[src/rtl/kamus_pkg.sv]
// Shared types for the kamus RV32M multi-cycle execute unit.
package kamus_pkg;

  typedef enum logic [2:0] {
    MUL    = 3'd0,
    MULH   = 3'd1,
    MULHSU = 3'd2,
    MULHU  = 3'd3,
    DIV    = 3'd4,
    DIVU   = 3'd5,
    REM    = 3'd6,
    REMU   = 3'd7
  } muldiv_op_e;

  typedef enum logic [1:0] {
    IDLE = 2'd0,
    CALC = 2'd1,
    DONE = 2'd2
  } mdu_state_e;

  typedef enum logic {
    STEP_MUL = 1'b0,
    STEP_DIV = 1'b1
  } step_mode_e;

endpackage

[src/rtl/kamus_mdu_step.sv]
// One RADIX_BITS iteration of shift-add multiply or restoring divide.
module kamus_mdu_step
  import kamus_pkg::*;
#(
  parameter int unsigned XLEN       = 32,
  parameter int unsigned RADIX_BITS = 1
) (
  input  logic [2*XLEN-1:0] acc,
  input  logic [XLEN-1:0]   operand,
  input  step_mode_e        mode,
  output logic [2*XLEN-1:0] acc_next
);

  logic [XLEN+RADIX_BITS-1:0] sum;
  logic [XLEN:0]              rem;
  logic [XLEN-1:0]            quo;

  // Multiply: acc = {partial product, remaining multiplier bits}.
  // Divide:   acc = {partial remainder, dividend bits shifting into quotient}.
  always_comb begin
    sum      = '0;
    rem      = '0;
    quo      = '0;
    acc_next = '0;
    if (mode == STEP_DIV) begin
      rem = {1'b0, acc[2*XLEN-1:XLEN]};
      quo = acc[XLEN-1:0];
      for (int unsigned i = 0; i < RADIX_BITS; i++) begin
        rem = {rem[XLEN-1:0], quo[XLEN-1]};
        quo = {quo[XLEN-2:0], 1'b0};
        if (rem >= {1'b0, operand}) begin
          rem    = rem - {1'b0, operand};
          quo[0] = 1'b1;
        end
      end
      acc_next = {rem[XLEN-1:0], quo};
    end else begin
      sum = {{RADIX_BITS{1'b0}}, acc[2*XLEN-1:XLEN]}
          + ({{RADIX_BITS{1'b0}}, operand} * {{XLEN{1'b0}}, acc[RADIX_BITS-1:0]});
      acc_next = {sum, acc[XLEN-1:RADIX_BITS]};
    end
  end

endmodule

[src/rtl/kamus_ex_muldiv.sv]
// Iterative RV32M multiply/divide unit; stalls ID-EX while busy, pulses valid on completion.
module kamus_ex_muldiv
  import kamus_pkg::*;
#(
  parameter int unsigned XLEN       = 32,
  parameter int unsigned RADIX_BITS = 1
) (
  input  logic            clk_i,
  input  logic            rst_ni,
  input  logic            start_i,
  input  logic [2:0]      op_i,
  input  logic [XLEN-1:0] rs1_data_i,
  input  logic [XLEN-1:0] rs2_data_i,
  input  logic [4:0]      rd_addr_i,
  input  logic            flush_i,
  output logic            busy_o,
  output logic            valid_o,
  output logic [XLEN-1:0] result_o,
  output logic [4:0]      rd_addr_o
);

  localparam int unsigned N  = XLEN / RADIX_BITS;
  localparam int unsigned CW = $clog2(N + 1);
  localparam logic [XLEN-1:0] MIN_NEG = {1'b1, {(XLEN-1){1'b0}}};

  mdu_state_e        state, state_next;
  muldiv_op_e        op, op_in;
  logic [2*XLEN-1:0] acc, acc_next;
  logic [XLEN-1:0]   operand;
  logic              neg, neg_in;
  logic [CW-1:0]     cnt;
  logic [4:0]        rd_q;
  logic              accept, last, special;
  logic              sa, sb;
  logic [XLEN-1:0]   abs_a, abs_b, special_res, final_res, quo, rem;
  logic [2*XLEN-1:0] prod;

  assign op_in   = muldiv_op_e'(op_i);
  assign accept  = start_i && !flush_i && (state != CALC);
  assign last    = (cnt == '0);
  assign busy_o  = accept || (state == CALC);
  assign valid_o = (state == DONE);

  // Operand preparation: magnitudes, result sign and single-cycle special cases.
  always_comb begin
    sa          = 1'b0;
    sb          = 1'b0;
    neg_in      = 1'b0;
    special     = 1'b0;
    special_res = '0;
    case (op_in)
      MULH: begin
        sa     = rs1_data_i[XLEN-1];
        sb     = rs2_data_i[XLEN-1];
        neg_in = sa ^ sb;
      end
      MULHSU: begin
        sa     = rs1_data_i[XLEN-1];
        neg_in = sa;
      end
      DIV, REM: begin
        sa     = rs1_data_i[XLEN-1];
        sb     = rs2_data_i[XLEN-1];
        neg_in = (op_in == DIV) ? (sa ^ sb) : sa;
        if (rs2_data_i == '0) begin
          special     = 1'b1;
          special_res = (op_in == DIV) ? '1 : rs1_data_i;
        end else if (rs1_data_i == MIN_NEG && rs2_data_i == '1) begin
          special     = 1'b1;
          special_res = (op_in == DIV) ? MIN_NEG : '0;
        end
      end
      DIVU, REMU: begin
        if (rs2_data_i == '0) begin
          special     = 1'b1;
          special_res = (op_in == DIVU) ? '1 : rs1_data_i;
        end
      end
      default: ;
    endcase
    abs_a = sa ? -rs1_data_i : rs1_data_i;
    abs_b = sb ? -rs2_data_i : rs2_data_i;
  end

  kamus_mdu_step #(
    .XLEN       (XLEN),
    .RADIX_BITS (RADIX_BITS)
  ) u_step (
    .acc      (acc),
    .operand  (operand),
    .mode     (op[2] ? STEP_DIV : STEP_MUL),
    .acc_next (acc_next)
  );

  // Final sign fix applied to the last step's output so DONE holds the result.
  always_comb begin
    prod      = neg ? -acc_next : acc_next;
    quo       = neg ? -acc_next[XLEN-1:0] : acc_next[XLEN-1:0];
    rem       = neg ? -acc_next[2*XLEN-1:XLEN] : acc_next[2*XLEN-1:XLEN];
    final_res = '0;
    case (op)
      MUL:                 final_res = acc_next[XLEN-1:0];
      MULH, MULHSU, MULHU: final_res = prod[2*XLEN-1:XLEN];
      DIV, DIVU:           final_res = quo;
      REM, REMU:           final_res = rem;
      default:             final_res = '0;
    endcase
  end

  always_comb begin
    state_next = state;
    case (state)
      IDLE: if (accept) state_next = special ? DONE : CALC;
      CALC: begin
        if (flush_i)   state_next = IDLE;
        else if (last) state_next = DONE;
      end
      DONE: state_next = accept ? (special ? DONE : CALC) : IDLE;
      default: state_next = IDLE;
    endcase
  end

  always_ff @(posedge clk_i or negedge rst_ni) begin
    if (!rst_ni) state <= IDLE;
    else         state <= state_next;
  end

  always_ff @(posedge clk_i or negedge rst_ni) begin
    if (!rst_ni) begin
      op        <= MUL;
      neg       <= 1'b0;
      acc       <= '0;
      operand   <= '0;
      cnt       <= '0;
      rd_q      <= '0;
      result_o  <= '0;
      rd_addr_o <= '0;
    end else if (accept) begin
      op      <= op_in;
      neg     <= neg_in;
      rd_q    <= rd_addr_i;
      cnt     <= CW'(N - 1);
      acc     <= {{XLEN{1'b0}}, op_in[2] ? abs_a : abs_b};
      operand <= op_in[2] ? abs_b : abs_a;
      if (special) begin
        result_o  <= special_res;
        rd_addr_o <= rd_addr_i;
      end
    end else if (state == CALC && !flush_i) begin
      acc <= acc_next;
      cnt <= cnt - CW'(1);
      if (last) begin
        result_o  <= final_res;
        rd_addr_o <= rd_q;
      end
    end
  end

endmodule

[config.mk]
export PLATFORM = sky130hd
export DESIGN_NAME = kamus_ex_muldiv
export DESIGN_NICKNAME = d
export VERILOG_FILES = /design/src/rtl/kamus_pkg.sv /design/src/rtl/kamus_mdu_step.sv /design/src/rtl/kamus_ex_muldiv.sv
export SDC_FILE = /design/constraint.sdc
export NUM_CORES = 1
export LEC_CHECK = 0
export CAP_MARGIN = 25
export CORE_MARGIN = 3
export CORE_UTILIZATION = 41
export DETAILED_ROUTE_END_ITERATION = 12
export PLACE_DENSITY = 0.59
export SKIP_CTS_REPAIR_TIMING = 1
export SLEW_MARGIN = 20
export SYNTH_ARGS = -nofsm -noshare
export SYNTH_HDL_FRONTEND = slang
export SYNTH_SLANG_ARGS = --single-unit
[constraint.sdc]
create_clock -name clk_i -period 6.9 [get_ports clk_i]
set_clock_uncertainty 0.1 [all_clocks]
set_input_delay 1.035 -clock clk_i [delete_from_list [all_inputs] [get_ports clk_i]]
set_output_delay 1.035 -clock clk_i [all_outputs]
set_load 0.05 [all_outputs]
==> impl_metrics.py <==
metrics = {
    "timing": {
        "postLayoutSetupSlackWorst_ns": 0.811,
        "fin_setup_tns_ns": 0,
        "worst_slew_pin_slew_ns": 1.07,
        "hold_violations": 0,
        "period_needed_ns": 6.09,
        "max_slew_margin": 0.289,
        "finalCritPeriodShare": 0.882,
        "setup_viol": 0,
        "grt_setup_unrepaired": "no",
        "slew_viol_final": 0,
        "fmax_mhz": 164,
    },
    "clock_tree": {
        "root_buffer": "clkbuf_16",
        "clk_pin_slew_worst_paths_ns": 0.08,
        "htreeDepth": 4,
        "clkLatencyLatePin_ns": 0.48,
        "numClockSinks": 150,
        "cts_tree": "done",
        "numCtsBuffers": 17,
        "cts.path.max_buffers": 2,
    },
    "yosys": {
        "yosys_warnings": 0,
        "synth_top_area_frac": 0.223,
        "synth.area.mux_share": 0.0466,
        "synth.most_common_cell": "nand2_1",
        "ys_ff_latch": 150,
        "synthesis.nets": 2467,
        "synthXorXnorAreaFrac": 0.0745,
        "synth-edff-count": 0,
        "synth-adder-area-share": 0.0545,
        "yosys.area_share.simple": 0.243,
        "yosysSeqAreaShare": 0.223,
        "synth_top_family_by_area": "compound AO/OA/AOI/OAI gates",
        "synthFlopType": "dfrtp_1",
        "yosysTopAreaCell": "dfrtp_1",
        "synth_compound_gate_area_share": 0.307,
        "synth_top_cells_by_area": "dfrtp_1 (22%), o21ai_0 (6.9%), a21oi_1 (5.9%), nand2_1 (5.8%), ha_1 (5.2%)",
        "synth_common_cells": "nand2_1 (260), o21ai_0 (233), nor2_1 (226)",
        "ys_types": 96,
        "netlist_instances": 2319,
        "avgSynthCellArea_um2": 7.24,
        "async_reset_ff_frac": 1.00,
        "synth_area_um2": 16800,
    },
    "worst_hold_path": {
        "holdPathEnd": "rd_q[2]",
        "min_from": "rd_q[2]",
        "min_path_type": "reg -> reg",
        "holdPathStages": 2,
    },
    "grt": {
        "top_usage_layer": "met2",
        "grt_pass1_vias": 17843,
        "grt_pass1_wl_mm": 118,
        "use_met1": 0.496,
        "use_met2": 0.510,
        "grt_use_total": 0.356,
        "antenna_found_initial": 1,
        "overflow": 0,
        "grt_max_degree": 67,
        "grt_util_met3": 0.0995,
    },
    "layout": {
        "layoutNonFillerInstCount": 2886,
        "final_nets": 2496,
        "diodes": 0,
        "drive_gt1_frac": 0.0661,
        "fill_cells": 4082,
        "syn2layout_area_growth_pct": 12.8,
    },
    "power": {
        "power_density_nw_per_um2": 400,
        "swShare": 0.563,
        "finalPower_mw": 7.58,
        "seq_power_share": 0.189,
        "intPower_mw": 3.31,
        "p_leak_nw": 7.53,
        "switchingPower_mw": 4.27,
        "comb_power_share": 0.680,
        "vdd_ir_drop_max_mv": 0.184,
        "pwr-share-clk": 0.131,
    },
    "flow_run": {
        "drv_cap": 0,
    },
    "critical_path": {
        "rr_startpoint": "acc[55]",
        "r2r_slack_ns": 0.81,
        "r2r_end": "result_o[12]",
        "critPathKind": "reg -> reg",
        "reg2regPathDepth": 19,
        "path_max_fanout": 10,
        "crit_required_ns": 7.15,
        "start_kind": "register",
        "crit_path_end_kind": "register",
        "critPathArrivalTime_ns": 6.34,
    },
    "floorplan": {
        "die_area_um2": 43400,
        "die_w_um": 208,
        "num_rows": 73,
        "die_height_um": 208,
        "start_util": 0.419,
        "core_area_um2": 40100,
        "io_pins": 115,
    },
    "detailed_routing": {
        "first_iter_violations": 2425,
        "drt_wl_total_mm": 79.8,
        "dr_total_vias": 19103,
        "wl_per_cell_um": 27.6,
        "final_antenna_net_count": 0,
        "vias_per_cell": 6.62,
        "drc": 0,
        "drtPass1Iterations": 9,
    },
    "run_status": {
        "outcome": "finished, final reports clean",
    },
    "placed_design": {
        "io_buffers": 114,
        "gp_congestion": 1.04,
        "dp_cells": 2853,
        "post-dp-hpwl_mm": 62.2,
        "post-place-ws_ns": 1.10,
    },
}
sequential cells by signal (all words and copies together) (netlist names):
| register | count |
|---|---|
| acc | 64 |
| operand | 32 |
| result_o | 32 |
| cnt | 6 |
| rd_addr_o | 5 |
| rd_q | 5 |
| op | 3 |
| state | 2 |
| neg | 1 |
logic make-up (layout without fill, tap and decap cells):
group / count (synthesis) / after routing
flip-flops: 150 / 150
adder cells (fa/ha/maj): 72 / 72
AND/OR/NAND/NOR: 855 / 855
XOR/XNOR: 143 / 143
AO/OA/AOI/OAI: 805 / 805
multiplexers: 75 / 75
buffers and inverters: 219 / 261
worst max path at each step:
stage | slack, ns | to | cells past startpoint | from
after global placement | 1.20 | result_o[12] | 19 | acc[55]
final | 0.81 | result_o[12] | 19 | acc[55]
after CTS | 1.08 | result_o[12] | 19 | acc[55]
after global routing | 0.59 | result_o[12] | 19 | acc[55]
after floorplan | 1.64 | result_o[12] | 23 | acc[55]
after detailed placement | 1.10 | result_o[12] | 19 | acc[55]
layout make-up:
| cell class | count | area (um2) | share of cell area |
|---|---|---|---|
| multi-input cells | 1950 | 12200 | 0.644 |
| flip-flops and latches | 150 | 3760 | 0.198 |
| repair buffers | 161 | 1490 | 0.0788 |
| well taps | 525 | 657 | 0.0346 |
| clock buffers | 18 | 439 | 0.0232 |
| inverters | 68 | 255 | 0.0135 |
| clock inverters | 14 | 140 | 0.00739 |
stage by stage:
step / area (um2) / utilization / hold slack [ns]
after global placement: 18400 / 0.458 / 0.351
after detailed placement: 18400 / 0.458 / 0.358
after CTS: 19000 / 0.473 / 0.377
after floorplan: 16800 / - / 0.336
after global routing: 19000 / 0.473 / 0.394
final: 19000 / 0.473 / 0.374
routing by layer:
layer / vias up / wire, um
li1: 8614 / -
met1: 9218 / 34100
met2: 1082 / 33000
met3: 187 / 8580
met4: 2 / 4000
met5: - / 11
power by group through the flow:
stage          logic [mW]  registers, mW  clock network (mW)
2_1_floorplan        3.39           1.27                   0
3_3_place_gp         4.97           1.42                   0
3_5_place_dp         4.97           1.43                   0
4_1_cts              5.00           1.41                1.00
5_1_grt              5.52           1.45                1.04
6_report             5.15           1.43               0.995
cell usage in the layout, fill, tap and decap left out, types with 30 or more instances in the layout:
| cell | instances |
|---|---|
| dfrtp_1 | 148 |
| nand3_1 | 75 |
| inv_1 | 65 |
| o21ai_0 | 233 |
| buf_4 | 46 |
| and2_1 | 41 |
| nand4_1 | 41 |
| xnor2_1 | 68 |
| a211oi_1 | 37 |
| o21a_1 | 30 |
| nor2_1 | 225 |
| a21oi_1 | 197 |
| a21o_1 | 31 |
| or3_1 | 31 |
| nor3_1 | 52 |
| xor2_1 | 75 |
| o211ai_1 | 40 |
| a31oi_1 | 34 |
| clkdlybuf4s50_1 | 112 |
| mux2i_1 | 49 |
| nand2_1 | 258 |
| ha_1 | 70 |
critical path, stage by stage (launching register included):
cell and delay (ns):
dfrtp_1 0.42, ha_1 0.45, a21oi_1 0.28, o21ai_0 0.24, a211oi_1 0.52, o21ai_1 0.19, nor2_2 0.20, nand2_1 0.10
o21ai_0 0.27, ha_1 0.32, o211a_1 0.22, nand4_1 0.27, or2_2 0.42, or2_2 0.33, o21ai_1 0.63, nor2_1 0.24
a221oi_1 0.28, a41oi_1 0.08, a221oi_1 0.30, o211ai_1 0.11
Power figures use the tool's default switching activity.
